$ cat src/rtl/mu0_pkg.sv
// Shared types for the MU0 mode register: operation encodings used by the top and its ALU.
package mu0_pkg;

    typedef enum logic [2:0] {
        MODE_HOLD = 3'b000,
        MODE_LOAD = 3'b001,
        MODE_INC  = 3'b010,
        MODE_DEC  = 3'b011,
        MODE_SHL  = 3'b100,
        MODE_SHR  = 3'b101,
        MODE_CLR  = 3'b110,
        MODE_RSVD = 3'b111
    } mode_t;

endpackage

$ cat src/rtl/mu0_reg_alu.sv
// Combinational next-value and carry logic for the mode register.
// Inputs a mode does not select never reach the result mux, so X on them cannot leak into q_next.
module mu0_reg_alu
    import mu0_pkg::*;
#(
    parameter int WIDTH = 12,
    parameter int STEP  = 1,
    parameter int SAT   = 0
) (
    input  logic [WIDTH-1:0] q,
    input  logic             carry,
    input  mode_t            mode,
    input  logic [WIDTH-1:0] d,
    input  logic             ser_in,
    output logic [WIDTH-1:0] q_next,
    output logic             carry_next
);

    localparam logic [WIDTH:0] STEP_W = (WIDTH+1)'(STEP);

    logic [WIDTH:0] sum;
    logic [WIDTH:0] diff;

    assign sum  = {1'b0, q} + STEP_W;
    // Top bit of the extended difference is the borrow, since STEP < 2^WIDTH.
    assign diff = {1'b0, q} - STEP_W;

    always_comb begin
        q_next     = q;
        carry_next = carry;
        case (mode)
            MODE_LOAD: begin
                q_next     = d;
                carry_next = 1'b0;
            end
            MODE_INC: begin
                carry_next = sum[WIDTH];
                q_next     = (sum[WIDTH] && SAT != 0) ? '1 : sum[WIDTH-1:0];
            end
            MODE_DEC: begin
                carry_next = diff[WIDTH];
                q_next     = (diff[WIDTH] && SAT != 0) ? '0 : diff[WIDTH-1:0];
            end
            MODE_SHL: begin
                q_next     = {q[WIDTH-2:0], ser_in};
                carry_next = q[WIDTH-1];
            end
            MODE_SHR: begin
                q_next     = {ser_in, q[WIDTH-1:1]};
                carry_next = q[0];
            end
            MODE_CLR: begin
                q_next     = '0;
                carry_next = 1'b0;
            end
            default: begin
                q_next     = q;
                carry_next = carry;
            end
        endcase
    end

endmodule

$ cat src/rtl/mu0_mode_reg.sv
// MU0 mode register: Q/Carry flops with enable gating and a combinational zero flag.
module mu0_mode_reg
    import mu0_pkg::*;
#(
    parameter int WIDTH = 12,
    parameter int STEP  = 1,
    parameter int SAT   = 0
) (
    input  logic             Clk,
    input  logic             nReset,
    input  logic             En,
    input  mode_t            Mode,
    input  logic [WIDTH-1:0] D,
    input  logic             SerIn,
    output logic [WIDTH-1:0] Q,
    output logic             Carry,
    output logic             Zero
);

    logic [WIDTH-1:0] q_next;
    logic             carry_next;

    mu0_reg_alu #(
        .WIDTH (WIDTH),
        .STEP  (STEP),
        .SAT   (SAT)
    ) u_alu (
        .q          (Q),
        .carry      (Carry),
        .mode       (Mode),
        .d          (D),
        .ser_in     (SerIn),
        .q_next     (q_next),
        .carry_next (carry_next)
    );

    always_ff @(posedge Clk or negedge nReset) begin
        if (!nReset) begin
            Q     <= '0;
            Carry <= 1'b0;
        end else if (En) begin
            Q     <= q_next;
            Carry <= carry_next;
        end
    end

    assign Zero = (Q == '0);

endmodule

$ cat config.mk
export PLATFORM = sky130hd
export DESIGN_NAME = mu0_mode_reg
export DESIGN_NICKNAME = d
export VERILOG_FILES = /design/src/rtl/mu0_pkg.sv /design/src/rtl/mu0_reg_alu.sv /design/src/rtl/mu0_mode_reg.sv
export SDC_FILE = /design/constraint.sdc
export NUM_CORES = 1
export LEC_CHECK = 0
export ABC_AREA = 0
export BUFFER_PORTS_ARGS = -buffer_cell sky130_fd_sc_hd__buf_4
export CORE_MARGIN = 2
export CORE_UTILIZATION = 50
export DETAILED_ROUTE_END_ITERATION = 12
export PLACE_DENSITY_LB_ADDON = 0.12
export SYNTH_ARGS = -nofsm -noshare
export SYNTH_HDL_FRONTEND = slang
export SYNTH_SLANG_ARGS = --single-unit
$ cat constraint.sdc
create_clock -name Clk -period 3.5 [get_ports Clk]
set_input_delay 0.35 -clock Clk [delete_from_list [all_inputs] [get_ports Clk]]
set_output_delay 0.35 -clock Clk [all_outputs]
set_load 0.1 [all_outputs]
==> qor.yml <==
synth-seq-cells: 13
clk_pin_slew_ps: 90
cts_made_buffers: 3
max-vdd-ir-drop_v: 0.0004531
end_kind: "primary output"
maxCapViolCount: 0
clock.fmax_mhz: 380.5
ys_top_cells_by_count: "nand2_1, nor2_1, clkbuf_1, dfrtp_1, o21ai_0"
antenna_found_initial: 0
diodes: 0
place_ws_ps: 1193
async_flop_share_pct: 100.0
synth_edf_count: 0
h-tree-depth: 1
min_from: "En"
cp-startpoint: "Q[7]$_DFFE_PN0P_"
hold_class: "in -> reg"
postCtsSetupRepairBufs: 0
insertion_delay_ps: 300
viasPerCell: 6.591
nets: 238
p_leak_uw: 0.0006837
cts_resized: 0
path_cells: "or4_4, or3_4, nor3_4, buf_4"
cts_root_buffer: "clkbuf_4"
power_frac_comb_pct: 56.9
period_needed_ps: 2628
yosysTopAreaCellShare_pct: 22.38
num_vias: 1628
nFillCells: 267
avgSynthCellArea_um2: 7.233
worstSetupPathType: "reg -> out"
die-height_um: 57.93
ys_seq_area_share_pct: 22.38
pwr-share-seq_pct: 30.5
tns_ps: 0
syn-num-nets: 222
clock_power_share_pct: 12.6
hold_viol: 0
syn_to_final_growth_pct: 14.89
tritoncts: "done"
num_io_pins: 33
place.port_buffers: 32
routedWlPerCell_um: 17.47
cp.required_ps: 3150
drt-initial-drc-count: 99
drc: 0
drive_gt1_share_pct: 18.98
synth_area_mm2: 0.001454
yosys_warnings: 0
critPathArrivalTime_ps: 2280
initial_utilization_pct: 52.72
dp_hpwl_mm: 2.909
cpPeakStageDelay_ps: 590
worst_pin_slew_ps: 719.9
status: "complete, no violations"
power.density_mw_per_mm2: 504.6
relSlewSlack_pct: 51.90
p_int_uw: 358.7
totalWireLength_mm: 4.314
die_w_um: 57.93
maxSlewViolCount: 0
synth.area.top_cells: "dfrtp_1, nand2_1, nor2_1, o21ai_0, a21oi_1"
setup_ws_ps: 872.0
drt_pass1_iterations: 4
cts_sinks: 13
placed_area_mm2: 0.001634
rows: 19
critPathSlowestCell: "or4_4"
fin_util_pct: 60.57
finalSetupViolations: 0
p_switching_uw: 484.1
post-route-period-util_pct: 75.09
switching_share_pct: 57.44
startpoint_type: "register"
r2r_start: "Q[0]$_DFFE_PN0P_"
netlist_instances: 201
synth_cell_type_count: 54
finalHoldWorstSlack_ps: 313.8
track_usage_pct: 27.29
fin_skew_ps: 18.51
grt_pass1_wl_mm: 7.072
crit_fanout: 11
clock_path_buffers: 2
design_area_mm2: 0.001670
rsz0062_at_grt: "false"
grt_pass1_vias: 1477
ys.flop_type: "dfrtp_1"
grt_max_degree: 34
coreArea_mm2: 0.002758
place.gp.congestion: 0.8262
synth_top_cell_by_area: "dfrtp_1"
ant_nets: 0
dieArea_mm2: 0.003355
grt.overflow.total: 0
==> what timing repair did <==
action / 4_1_cts / 5_1_grt
endpoints found under the setup margin: 0 / 0
endpoints found under the hold margin: 13 / 0
hold buffers: 1 / 0
==> path summary, 6_finish.rpt <==
| kind | to | slack (ps) | cells after the start |
|---|---|---|---|
| worst max-delay path | Zero | 870 | 4 |
| worst min-delay path | Q[7]$_DFFE_PN0P_ | 310 | 2 |
| worst max register to register | Q[8]$_DFFE_PN0P_ | 1120 | 7 |
| worst min register to register | Carry$_DFFE_PN0P_ | 490 | 2 |
| max in group asynchronous | Q[2]$_DFFE_PN0P_ | 2890 | 2 |
| min in group asynchronous | Carry$_DFFE_PN0P_ | 420 | 2 |
==> state kept, by name, indices dropped and copies added, names as in the netlist <==
| signal | count |
|---|---|
| Q | 12 |
| Carry | 1 |
==> cell usage in the layout, fill, tap and decap left out, types with 2 or more instances in the layout <==
master,count
o2111a_1,2
xor2_1,6
a211o_1,2
a221oi_1,5
a31oi_1,2
o21ai_0,13
a211oi_1,3
a21oi_1,12
ha_1,2
nor2_1,20
nand2b_1,4
and3_1,2
o22ai_1,8
o21a_1,2
nand2_1,20
nor4_1,2
o221ai_1,2
buf_4,32
nand4_1,2
inv_1,5
nor3b_1,2
a311oi_1,2
nand3_1,8
dfrtp_1,13
o21ai_1,3
clkbuf_4,3
nor3_1,8
xnor2_1,6
==> area by class of cell <==
class / count / area, um2 / area share [%]
Sequential cell: 13 / 325.3 / 19.48
Timing Repair Buffer: 33 / 250.2 / 14.98
Multi-Input combinational cell: 161 / 1011 / 60.52
Tap cell: 31 / 38.79 / 2.322
Inverter: 5 / 18.77 / 1.124
Clock buffer: 4 / 26.28 / 1.573
==> metal layers <==
layer	wire length (um)	vias to the layer above	GRT usage (%)	share of wire [%]
li1	-	776	-	-
met1	1763	764	38.25	41
met4	48	0	11.96	1.1
met2	2099	82	42.86	49
met5	0	-	0	0
met3	402	6	2.455	9.3
==> cell families (layout without fill, tap and decap cells) <==
kind of cell | Yosys count | in the layout | share of synthesized area, %
DFF | 13 | 13 | 22.38
and+or+nand+nor | 77 | 77 | 27.19
AOI/OAI and AO/OA | 69 | 69 | 32.70
muxes | 1 | 1 | 0.6885
buffers and inverters | 27 | 42 | 8.089
adders and majority gates | 2 | 2 | 1.721
xor gates and xnor gates | 12 | 12 | 7.229
==> through the flow <==
| stage | instances | total power [uW] |
|---|---|---|
| 3_3_place_gp | 242 | 722.6 |
| 2_1_floorplan | 201 | 635.0 |
| 4_1_cts | 247 | 843.2 |
| 3_5_place_dp | 242 | 735.1 |
| 5_1_grt | 247 | 885.8 |
| 6_report | 247 | 842.8 |
==> critical path: cells and delay by family (launching register included) <==
kind,cells,cell delay [ps]
buf+inv,1,320
flops,1,500
simple gates,3,1170
==> power groups by stage <==
stage	combinational, uW	clock [uW]	sequential (uW)
3_5_place_dp	477	0	258
6_report	480	106	257
4_1_cts	479	109	255
3_3_place_gp	471	0	252
5_1_grt	508	112	266
2_1_floorplan	224	0	411
No activity file was read; power rests on OpenSTA's default activity.
